**src/rtl/mdu_pkg.sv**
```systemverilog
// mdu_pkg: shared types, constants and op-decoding helpers for the iterative multiply/divide unit
package mdu_pkg;
  localparam int XLEN = 32;
  localparam logic [XLEN-1:0] DIV_ZERO_Q = '1;
  typedef enum logic [2:0] {
    OP_MUL, OP_MULH, OP_MULHSU, OP_MULHU, OP_DIV, OP_DIVU, OP_REM, OP_REMU
  } mdu_op_e;
  typedef enum logic [1:0] {IDLE, CALC, DONE} mdu_state_e;
  function automatic logic is_div(mdu_op_e op);
    return op[2];
  endfunction
  function automatic logic is_signed_a(mdu_op_e op);
    return op inside {OP_MULH, OP_MULHSU, OP_DIV, OP_REM};
  endfunction
  function automatic logic is_signed_b(mdu_op_e op);
    return op inside {OP_MULH, OP_DIV, OP_REM};
  endfunction
endpackage

```
**src/rtl/mdu_iter.sv**
```systemverilog
// mdu_iter: iterative RV32M multiply/divide; define MDU_FAST_PATH_EN to finish trivial ops in one cycle
module mdu_iter
  import mdu_pkg::*;
#(
  parameter int DATA_WIDTH = 32
) (
  input  logic                  clk,
  input  logic                  rst_n,
  input  logic                  flush,
  input  logic                  req_valid,
  output logic                  req_ready,
  input  logic [2:0]            req_op,
  input  logic [DATA_WIDTH-1:0] req_a,
  input  logic [DATA_WIDTH-1:0] req_b,
  output logic                  rsp_valid,
  input  logic                  rsp_ready,
  output logic [DATA_WIDTH-1:0] rsp_result,
  output logic                  busy
);
  localparam int W = DATA_WIDTH;
  localparam int CW = $clog2(W) + 1;
  mdu_state_e state, state_nxt;
  mdu_op_e op_q, op_in;
  logic [2*W-1:0] acc, acc_nxt, prod;
  logic [W-1:0] bmag, res_q, res_nxt, mag_a, mag_b, quo, rem, fast_res;
  logic [W:0] mul_sum, div_t, div_diff;
  logic [CW-1:0] cnt;
  logic neg, neg_in, sa, sb, accept, last, fast, div_ge;
  assign op_in = mdu_op_e'(req_op);
  assign sa = is_signed_a(op_in) & req_a[W-1];
  assign sb = is_signed_b(op_in) & req_b[W-1];
  assign mag_a = sa ? -req_a : req_a;
  assign mag_b = sb ? -req_b : req_b;
  // a zero divisor must leave the all-ones quotient un-negated; remainder sign follows the dividend
  assign neg_in = is_div(op_in) ? (op_in[1] ? sa : (sa ^ sb) & (|req_b)) : sa ^ sb;
  assign accept = req_valid & req_ready & !flush;
  assign last = cnt == CW'(W - 1);
`ifdef MDU_FAST_PATH_EN
  logic dz, ovf;
  assign dz = is_div(op_in) & ~|req_b;
  assign ovf = is_div(op_in) & is_signed_a(op_in) & (req_a == {1'b1, {(W-1){1'b0}}}) & (&req_b);
  assign fast = dz | ovf | (!is_div(op_in) & (~|req_a | ~|req_b));
  assign fast_res = dz ? (op_in[1] ? req_a : W'(DIV_ZERO_Q)) : (ovf & !op_in[1]) ? req_a : '0;
`else
  assign fast = 1'b0;
  assign fast_res = '0;
`endif
  // acc holds the product for multiplies and {remainder, quotient} for divides
  always_comb begin
    mul_sum = {1'b0, acc[2*W-1:W]} + (acc[0] ? {1'b0, bmag} : '0);
    div_t = acc[2*W-1:W-1];
    div_diff = div_t - {1'b0, bmag};
    div_ge = div_t >= {1'b0, bmag};
    acc_nxt = is_div(op_q) ? (div_ge ? {div_diff[W-1:0], acc[W-2:0], 1'b1}
                                     : {div_t[W-1:0], acc[W-2:0], 1'b0})
                           : {mul_sum, acc[W-1:1]};
    prod = neg ? -acc_nxt : acc_nxt;
    quo = neg ? -acc_nxt[W-1:0] : acc_nxt[W-1:0];
    rem = neg ? -acc_nxt[2*W-1:W] : acc_nxt[2*W-1:W];
    res_nxt = !is_div(op_q) ? (op_q == OP_MUL ? prod[W-1:0] : prod[2*W-1:W]) : op_q[1] ? rem : quo;
  end
  always_ff @(posedge clk or negedge rst_n) begin
    if (!rst_n) begin
      acc <= '0;
      bmag <= '0;
      op_q <= OP_MUL;
      neg <= 1'b0;
      cnt <= '0;
      res_q <= '0;
    end else if (accept) begin
      acc <= {{W{1'b0}}, mag_a};
      bmag <= mag_b;
      op_q <= op_in;
      neg <= neg_in;
      cnt <= '0;
      if (fast) res_q <= fast_res;
    end else if (state == CALC && !flush) begin
      acc <= acc_nxt;
      cnt <= cnt + CW'(1);
      if (last) res_q <= res_nxt;
    end
  end
  always_ff @(posedge clk or negedge rst_n) begin
    if (!rst_n) state <= IDLE;
    else state <= state_nxt;
  end
  always_comb begin
    state_nxt = flush ? IDLE
              : state == IDLE ? (accept ? (fast ? DONE : CALC) : IDLE)
              : state == CALC ? (last ? DONE : CALC)
              : (rsp_ready ? IDLE : DONE);
  end
  always_comb begin
    req_ready = state == IDLE;
    rsp_valid = state == DONE;
    busy = state != IDLE;
  end
  assign rsp_result = res_q;
endmodule
```
**config.mk**
```make
export PLATFORM = sky130hd
export DESIGN_NAME = mdu_iter
export DESIGN_NICKNAME = d
export VERILOG_FILES = /design/src/rtl/mdu_pkg.sv /design/src/rtl/mdu_iter.sv
export SDC_FILE = /design/constraint.sdc
export NUM_CORES = 1
export LEC_CHECK = 0
export ABC_CLOCK_PERIOD_IN_PS = 6100
export CORE_ASPECT_RATIO = 1.1
export CORE_UTILIZATION = 30
export DETAILED_ROUTE_END_ITERATION = 10
export DONT_BUFFER_PORTS = 1
export PLACE_DENSITY = 0.52
export REMOVE_ABC_BUFFERS = 1
export SLEW_MARGIN = 20
export SYNTH_ARGS = -nofsm -noshare
export SYNTH_HDL_FRONTEND = slang
export SYNTH_SLANG_ARGS = --single-unit
```
**constraint.sdc**
```tcl
create_clock -name clk -period 6.1 [get_ports clk]
set_clock_uncertainty 0.15 [all_clocks]
set_input_delay 1.83 -clock clk [delete_from_list [all_inputs] [get_ports clk]]
set_output_delay 1.83 -clock clk [all_outputs]
set_load 0.05 [all_outputs]
```
Yosys cells after proc, flatten, opt, wreduce, memory -nomap -nowiden
Index checks and enable logic that the tools add are counted.
{"block": "classes", "addsub": 8, "magnitude_cmp": 1, "eq_ne": 7, "muxes": 23, "bitwise_logic": 7, "n_reduce_logical": 10}
{"cell": "64-bit 2-to-1 mux", "count": 5}
{"cell": "32-bit 2-to-1 mux", "count": 8}
{"cell": "32-bit negator", "count": 4}
{"cell": "64-bit negator", "count": 1}
{"cell": "32-bit by 32-bit adder with 33-bit output", "count": 1}
{"cell": "33-bit by 32-bit greater-or-equal comparator with 1-bit output", "count": 1}
{"cell": "32-bit OR reduction", "count": 1}
{"cell": "32-bit subtractor", "count": 1}
{"cell": "6-bit 2-to-1 mux", "count": 2}
{"cell": "2-bit 2-to-1 mux", "count": 5}
{"cell": "6-bit by 1-bit adder with 6-bit output, second input constant", "count": 1}
{"cell": "3-bit == test, second input constant", "count": 2}
{"cell": "6-bit by 5-bit == test with 1-bit output, second input constant", "count": 1}
{"cell": "1-bit AND", "count": 5}
{"cell": "2-bit nonzero test", "count": 2}
{"cell": "4-bit nonzero test", "count": 1}
{"cell": "3-bit by 1-bit == test with 1-bit output, second input constant", "count": 1}
{"cell": "3-bit by 2-bit == test with 1-bit output, second input constant", "count": 1}
{"cell": "3-bit logical NOT", "count": 1}
{"cell": "1-bit 2-to-1 mux", "count": 3}
{"cell": "3-bit AND reduction", "count": 1}
{"cell": "3-bit nonzero test", "count": 1}
{"cell": "2-bit by 1-bit == test with 1-bit output, second input constant", "count": 1}
{"cell": "2-bit == test, second input constant", "count": 1}
{"cell": "other kinds (5)", "count": 5}
{"block": "word_totals", "regBits": 140, "input_bits": 72, "out_inout_bits": 35, "wordCells": 63}

Depth between registers and ports, before layout
Gate-level depths: netlist of the first run.
{"block": "depth", "word_depth": 7, "depth_mapped": 23, "depth_no_buf": 20}

Worst setup path before layout of the first run
OpenSTA, ideal clock, no wires.
{"block": "synth_timing", "path_kind": "flip-flop to flip-flop", "startpoint": "register acc[43]", "endpoint": "register res_q[26], in the netlist rsp_result[26]", "setup_time_ns": 0.067, "arrival_ns": 4.640, "required_time_ns": 5.883, "setup_slack_ns": 1.244, "path_stages_with_launch": 23, "path_buffers": 3, "synth_period_minus_slack_ns": 4.856, "cell_sequence": "dfrtp_1 -> ha_1 -> buf_4 -> a21oi_4 -> o21ai_2 -> a22o_4 -> o31ai_4 -> buf_2 -> buf_2 -> a31oi_1 -> inv_1 -> ha_1 -> o211ai_1 -> nor3_1 -> and2_1 -> and2_1 -> nand2_1 -> nor2_1 -> nand4_1 -> or2_1 -> or3_1 -> a21oi_1 -> o32a_1"}
{"block": "synth_via", "elab_chain_cells": 7, "elab_cells_between_ends": 14, "cone_classes": "add/sub (5); order compare (1); mux (8)"}
{"element": "from (decl)", "line": "mdu_iter.sv:24", "source": "logic [2*W-1:0] acc, acc_nxt, prod;"}
{"element": "from (signal assigned)", "line": "mdu_iter.sv:71", "source": "acc <= {{W{1'b0}}, mag_a};"}
{"element": "from (signal assigned)", "line": "mdu_iter.sv:78", "source": "acc <= acc_nxt;"}
{"element": "32-bit subtractor or 33-bit by 32-bit greater-or-equal comparator with 1-bit output (tied branches)", "line": "mdu_iter.sv:52, mdu_iter.sv:53"}
{"element": "64-bit 2-to-1 mux", "line": "mdu_iter.sv:54", "source": "acc_nxt = is_div(op_q) ? (div_ge ? {div_diff[W-1:0], acc[W-2:0], 1'b1}"}
{"element": "64-bit 2-to-1 mux (*)", "line": "mdu_iter.sv:54"}
{"element": "64-bit negator, or another cell as far along", "line": "mdu_iter.sv:57", "source": "prod = neg ? -acc_nxt : acc_nxt;"}
{"element": "64-bit 2-to-1 mux, or another cell as far along", "line": "mdu_iter.sv:57"}
{"element": "32-bit 2-to-1 mux", "line": "mdu_iter.sv:60", "source": "res_nxt = !is_div(op_q) ? (op_q == OP_MUL ? prod[W-1:0] : prod[2*W-1:W]) : op_q[1] ? rem : quo;"}
{"element": "32-bit 2-to-1 mux (*)", "line": "mdu_iter.sv:60"}
{"element": "to (signal assigned)", "line": "mdu_iter.sv:76", "source": "if (fast) res_q <= fast_res;"}
{"element": "to (signal assigned)", "line": "mdu_iter.sv:80", "source": "if (last) res_q <= res_nxt;"}
{"element": "to (decl)", "line": "mdu_iter.sv:25", "source": "logic [W-1:0] bmag, res_q, res_nxt, mag_a, mag_b, quo, rem, fast_res;"}
Mark *: on every way between the ends. The rest lies on a longest branch, timed or not.
A chain may end at the register's enable or synchronous reset.

Worst setup path after layout of the first run
{"block": "layout_timing", "startpoint": "register acc[59]", "endpoint": "register res_q[26], in the netlist rsp_result[26]"}
{"block": "layout_via", "elab_chain_cells": 7, "elab_cells_between_ends": 13, "cone_classes": "add/sub (4); order compare (1); mux (8)"}
{"element": "33-bit by 32-bit greater-or-equal comparator with 1-bit output", "line": "mdu_iter.sv:53", "source": "div_ge = div_t >= {1'b0, bmag};"}
{"element": "64-bit 2-to-1 mux", "line": "mdu_iter.sv:54"}
{"element": "64-bit 2-to-1 mux (*)", "line": "mdu_iter.sv:54"}
{"element": "64-bit negator, or another cell as far along", "line": "mdu_iter.sv:57"}
{"element": "64-bit 2-to-1 mux, or another cell as far along", "line": "mdu_iter.sv:57"}
{"element": "32-bit 2-to-1 mux", "line": "mdu_iter.sv:60"}
{"element": "32-bit 2-to-1 mux (*)", "line": "mdu_iter.sv:60"}
Marked as above.

==> flow_metrics.py, run 1 <==
metrics = {
    "floorplan": {
        "fp-row-count": 86,
        "fp.dieW_um": 217,
        "die-height_um": 238,
        "initial_core_util": 0.304,
        "core_region_area_um2": 50100,
        "ios": 107,
        "die_area_um2": 51700,
    },
    "synthesis": {
        "synth_edf_count": 0,
        "ys_warn_count": 0,
        "synth-async-reset-ratio": 1.00,
        "ys.flop_type": "dfrtp_1",
        "ys_ff_latch": 140,
        "synthesis.area_um2": 15200,
        "yosysUniqueCellTypes": 104,
        "ys_seq_area_frac": 0.230,
        "syn_area_per_cell_um2": 7.57,
        "syn-instance-count": 2012,
    },
    "sta": {
        "rsz0062_at_grt": "no",
        "setup_viol": 0,
        "finalCritPeriodShare": 0.922,
        "tightestPinTransition_ns": 1.04,
        "relSlewSlack": 0.305,
        "min_period_ns": 5.62,
        "hold_violations": 0,
        "timing.final.ws_setup_ns": 0.477,
        "setup_tns_ns": 0,
        "whs_ns": 0.365,
        "clock.fmax_mhz": 178,
        "slew_viol_final": 0,
    },
    "worst_setup_path": {
        "crit_path_top_delay_cell": "dfrtp_1",
        "cp_cell_sequence": "ha_1, a21oi_1, o21ai_0, a221oi_2, o21a_4, a31oi_1, inv_1, ha_1, o211ai_1, nor3_1, and2_1, and2_1, nand2_1, nor2_1, nand4_1, buf_4, or2_1, or3_1, a21oi_1, o32a_1",
        "cpPeakStageDelay_ns": 0.46,
        "required_ns": 6.35,
        "arrival_ns": 5.87,
        "critical_path.top_delay_family": "simple AND/OR/NAND/NOR gates",
        "cp-end-kind": "register",
        "criticalPathCategory": "reg -> reg",
        "critPathMaxFanout": 18,
        "startpoint_type": "register",
        "path_buf_inv": 2,
    },
    "global_routing": {
        "grt_overflow": 0,
        "grt_pass1_wl_mm": 93.2,
        "antenna_found_initial": 1,
        "grt_max_degree": 141,
        "grt_usage": 0.236,
        "grt_pass1_vias": 15165,
    },
    "layout": {
        "fin_area_um2": 16500,
        "area_growth_pct": 8.49,
        "layout_common_cells": "nand2_1, o21ai_0, a21oi_1, nor2_1, dfrtp_1",
        "drive_above_1_share": 0.0729,
        "diodes": 0,
        "fin_cells": 2636,
        "nNetsFinal": 2107,
        "regArea_um2": 3510,
        "final_common_cell": "nand2_1",
        "fin_util": 0.330,
        "nFillCells": 5491,
        "multiInputGateArea_um2": 11000,
    },
    "power_and_ir_drop": {
        "p_per_area_nw_per_um2": 505,
        "irDropWorstVdd_uv": 319,
        "total_power_mw": 8.35,
        "leakagePower_nw": 6.63,
    },
    "detailed_routing": {
        "drtIter0Drc": 1041,
        "num_vias": 15531,
        "wl_per_cell_um": 23.1,
        "antenna_left": 0,
        "drt-pass1-iter-count": 6,
        "viasPerCell": 5.89,
        "drc": 0,
        "routed_wl_mm": 61.0,
    },
    "placement": {
        "post_dp_cell_area_um2": 16000,
        "post-dp-hpwl_mm": 47.6,
        "preCtsSetupSlack_ns": 0.431,
        "portBuffers": 0,
        "dp.cells": 2604,
        "place.gp.congestion": 0.970,
    },
    "clock_network": {
        "cts_root_buffer": "clkbuf_16",
        "clock_sinks": 140,
        "cts_tree": "built",
        "clock_latency_ns": 0.47,
        "numCtsBuffers": 17,
        "clockBufferDepth": 2,
        "h-tree-depth": 4,
        "clk_pin_slew_ns": 0.06,
        "cts_hold_buffers": 0,
    },
    "status": {
        "outcome": "complete, no violations",
    },
    "hold_path": {
        "hold_class": "reg -> reg",
    },
    "job": {
        "drv_cap": 0,
    },
}
-- path summary, 6_finish.rpt --
path,from,endpoint,slack [ns],depth (start not counted)
max in group asynchronous,rst_n,acc[1],4.58,0
setup reg to reg,acc[59],rsp_result[26],0.48,20
hold reg to reg,bmag[20],bmag[20],0.36,2
hold / removal,bmag[20],bmag[20],0.36,2
setup / recovery,acc[59],rsp_result[26],0.48,20
min in group asynchronous,rst_n,bmag[23],0.92,0
-- area by class of cell --
class,instances,area share
clock buffers,21,0.0273
clock inverters,10,0.00583
inverters,68,0.0154
multi-input cells,1684,0.664
flip-flops and latches,140,0.212
well taps,660,0.0500
repair buffers,53,0.0248
-- what timing repair did --
item | CTS | global route
endpoints found under the setup margin | 0 | 3
buffers inserted | 0 | 1
resized for setup | 0 | 1
-- tightest hold or removal path: cells and delay by family, from the launching register on --
| family | cells | cell delay, ns |
|---|---|---|
| and+or+nand+nor | 1 | 0.05 |
| AOI/OAI and AO/OA | 1 | 0.07 |
| DFF | 1 | 0.36 |
-- cell families (layout without fill, tap and decap cells) --
family | count (synthesis) | in the layout | share of synthesized area
adder cells (fa/ha/maj) | 71 | 71 | 0.0593
AO/OA/AOI/OAI | 669 | 669 | 0.296
flip-flops | 140 | 140 | 0.230
AND/OR/NAND/NOR | 736 | 736 | 0.238
buffers and inverters | 188 | 152 | 0.0515
multiplexers | 56 | 56 | 0.0374
XOR/XNOR | 152 | 152 | 0.0874
-- power breakdown --
group / switching, mW / internal, mW / leakage [nW] / total [mW]
Sequential: 0.329 / 1.15 / 1.82 / 1.48
Combinational: 3.80 / 2.07 / 4.55 / 5.87
Clock: 0.442 / 0.568 / 0.267 / 1.01
Total: 4.57 / 3.78 / 6.63 / 8.35
-- cell usage after synthesis (9+ instances only) --
master / n / area [um^2]
mux2i_1: 48 / 480
and3_1: 21 / 131
a22o_1: 20 / 175
a21oi_1: 142 / 711
ha_1: 69 / 863
nor4_1: 18 / 113
nand2b_1: 14 / 87.6
a211oi_1: 22 / 165
o22ai_1: 12 / 75.1
dfrtp_1: 140 / 3500
o21a_1: 17 / 128
o21ai_0: 174 / 871
o211ai_1: 26 / 195
nand4_1: 33 / 206
o221ai_1: 34 / 298
nand3_1: 43 / 215
buf_2: 24 / 120
a21o_1: 28 / 210
nor2b_1: 14 / 87.6
a22oi_1: 12 / 90.1
nor2_1: 140 / 526
xnor2_1: 86 / 753
xor2_1: 66 / 578
or3_1: 26 / 163
nor3_1: 51 / 255
clkbuf_1: 80 / 300
o31ai_1: 38 / 285
a31oi_1: 28 / 175
o41ai_1: 15 / 131
nand2_1: 259 / 972
inv_1: 68 / 255
and2_1: 49 / 307
or4_1: 9 / 67.6
-- flip-flops by register name (all words and copies together) (netlist names) --
register	cells
acc	64
state	2
cnt	6
op_q	3
bmag	32
neg	1
rsp_result	32
-- metal layers --
layer,global-route usage,share of wire,vias to the layer above,wire length (um)
li1,-,-,7353,-
met1,0.292,0.42,7527,25700
met2,0.397,0.47,542,28900
met3,0.0343,0.053,107,3230
met4,0.124,0.051,2,3120
met5,0,0.00018,-,11
(Power assumes the default switching activity.)
==> inputs of run 2 (changes only) <==
CELL_PAD_IN_SITES_DETAIL_PLACEMENT = 2   (was unset)
CELL_PAD_IN_SITES_GLOBAL_PLACEMENT = 2   (was unset)
CORE_MARGIN = 1.5   (was unset)
PLACE_DENSITY = 0.74   (was 0.52)
==> flow_metrics.py, run 2 (synthesis results as in run 1) <==
metrics = {
    "status": {
        "outcome": "complete, no violations",
    },
    "clock_network": {
        "clock_sinks": 140,
        "numCtsBuffers": 17,
        "cts_tree": "built",
        "post_cts_buffers": 0,
        "clk_pin_slew_ns": 0.07,
        "clock_latency_ns": 0.49,
        "h-tree-depth": 4,
        "clockBufferDepth": 2,
        "cts_root_buffer": "clkbuf_16",
    },
    "layout": {
        "layout_common_cells": "nand2_1, o21ai_0, a21oi_1, nor2_1, dfrtp_1",
        "fin_cells": 2637,
        "area_growth_pct": 9.21,
        "largest_reg_flops": 64,
        "diodes": 0,
        "nNetsFinal": 2108,
        "top_register": "acc",
        "fin_util": 0.332,
        "final_common_cell": "nand2_1",
        "drive_above_1_share": 0.0733,
    },
    "global_routing": {
        "antenna_found_initial": 0,
        "grt_pass1_wl_mm": 110,
        "grt_max_degree": 141,
        "grt_pass1_vias": 17891,
        "grt_usage": 0.277,
        "grt_overflow": 0,
    },
    "sta": {
        "clock.fmax_mhz": 172,
        "hold_violations": 0,
        "finalCritPeriodShare": 0.952,
        "rsz0062_at_grt": "no",
        "slew_viol_final": 0,
        "setup_viol": 0,
        "tightestPinTransition_ns": 1.07,
        "relSlewSlack": 0.287,
        "timing.final.ws_setup_ns": 0.293,
        "min_period_ns": 5.81,
    },
    "detailed_routing": {
        "num_vias": 16273,
        "drtIter0Drc": 791,
        "drc": 0,
        "wl_per_cell_um": 27.1,
        "viasPerCell": 6.17,
        "antenna_left": 0,
        "routed_wl_mm": 71.3,
        "drt-pass1-iter-count": 5,
    },
    "worst_setup_path": {
        "critPathMaxFanout": 31,
        "required_ns": 6.29,
        "r2r_cells": 16,
        "cpPeakStageDelay_ns": 0.55,
        "crit_path_top_delay_cell": "or3_1",
        "criticalPathCategory": "reg -> reg",
        "reg2reg_from": "acc[0]",
        "path_buf_inv": 2,
        "critical_path.top_delay_family": "compound AO/OA/AOI/OAI gates",
        "startpoint_type": "register",
        "worstReg2RegEnd": "rsp_result[31]",
        "r2r_slack_ns": 0.29,
        "arrival_ns": 6.00,
        "cp_cell_sequence": "buf_4, nand2_1, inv_1, ha_1, a211oi_1, o211ai_1, a41oi_2, o21ai_0, a21boi_0, mux2i_1, a21o_1, nand4_1, or3_1, o311a_1, a2111oi_0, a21oi_1",
        "cp-end-kind": "register",
    },
    "floorplan": {
        "die_area_um2": 52100,
        "die-height_um": 239,
        "fp.dieW_um": 218,
        "fp-row-count": 86,
        "initial_core_util": 0.304,
        "ios": 107,
        "core_region_area_um2": 50100,
    },
    "placement": {
        "post-dp-hpwl_mm": 54.9,
        "place.gp.congestion": 0.960,
        "dp.cells": 2606,
        "preCtsSetupSlack_ns": 0.362,
        "portBuffers": 0,
    },
    "hold_path": {
        "hold_class": "reg -> reg",
        "min_path_cells": 2,
        "min_from": "bmag[6]",
        "hold_path_end": "bmag[6]",
    },
    "power_and_ir_drop": {
        "p_int_mw": 3.97,
        "clkPwrFrac": 0.136,
        "share_comb_of_total_power": 0.697,
        "p_per_area_nw_per_um2": 534,
        "switching_power_mw": 4.92,
        "leakagePower_nw": 6.68,
        "seqPwrFrac": 0.167,
        "irDropWorstVdd_uv": 234,
        "switching_share": 0.554,
    },
    "job": {
        "drv_cap": 0,
    },
}
-- run 2: cell types whose count changed in the layout (fill, tap and decap cells not counted), sizes merged --
cell	before	now
clkinv	8	4
buf	53	54
bufinv	1	5
clkbuf	21	20
clkinvlp	1	2
-- run 2: worst max path at each step --
stage,from,endpoint,cells after the start
after floorplan,op_q[2],rsp_result[28],9
after global placement,acc[0],rsp_result[31],15
after detailed placement,acc[0],rsp_result[31],15
after CTS,acc[0],rsp_result[31],15
after global routing,acc[49],rsp_result[26],19
final,acc[0],rsp_result[31],16
-- run 2: what timing repair did --
item | CTS | global route
resized for setup | 0 | 1
endpoints found under the setup margin | 0 | 1
hold buffers | 0 | 0
-- run 2: per-stage QoR --
stage               setup TNS [ns]  hold WS, ns  power, mW  area (um^2)
finish                           0        0.363       8.89        16600
global route                     0        0.396       9.44        16600
global placement                 0        0.339       7.32        16000
detailed placement               0        0.354       7.52        16000
CTS                              0        0.371       8.81        16600
floorplan                    -2.16        0.314       5.32        14700
-- run 2: cell type report --
class / instances / area (um^2)
repair buffers: 54 / 430
clock inverters: 11 / 193
fillers: 5928 / 33500
flip-flops and latches: 140 / 3510
well taps: 660 / 826
inverters: 68 / 255
multi-input cells: 1684 / 11000
clock buffers: 20 / 447
-- run 2: layer usage --
layer,global-route usage,up-vias,wire [um]
li1,-,7343,-
met1,0.321,8438,29200
met2,0.490,355,35700
met3,0.0366,137,2500
met4,0.153,0,3980
met5,0,-,0
-- run 2: worst min-delay path, cell delays in order, from the launching register on --
cell	delay, ns
dfrtp_1	0.36
nand2_1	0.05
o21ai_0	0.06
-- run 2: power by group through the flow --
stage               clock (mW)  sequential (mW)  combinational (mW)
floorplan                    0             1.39                3.93
global placement             0             1.47                5.85
detailed placement           0             1.49                6.03
CTS                       1.23             1.48                6.11
global route              1.26             1.52                6.66
finish                    1.21             1.48                6.19
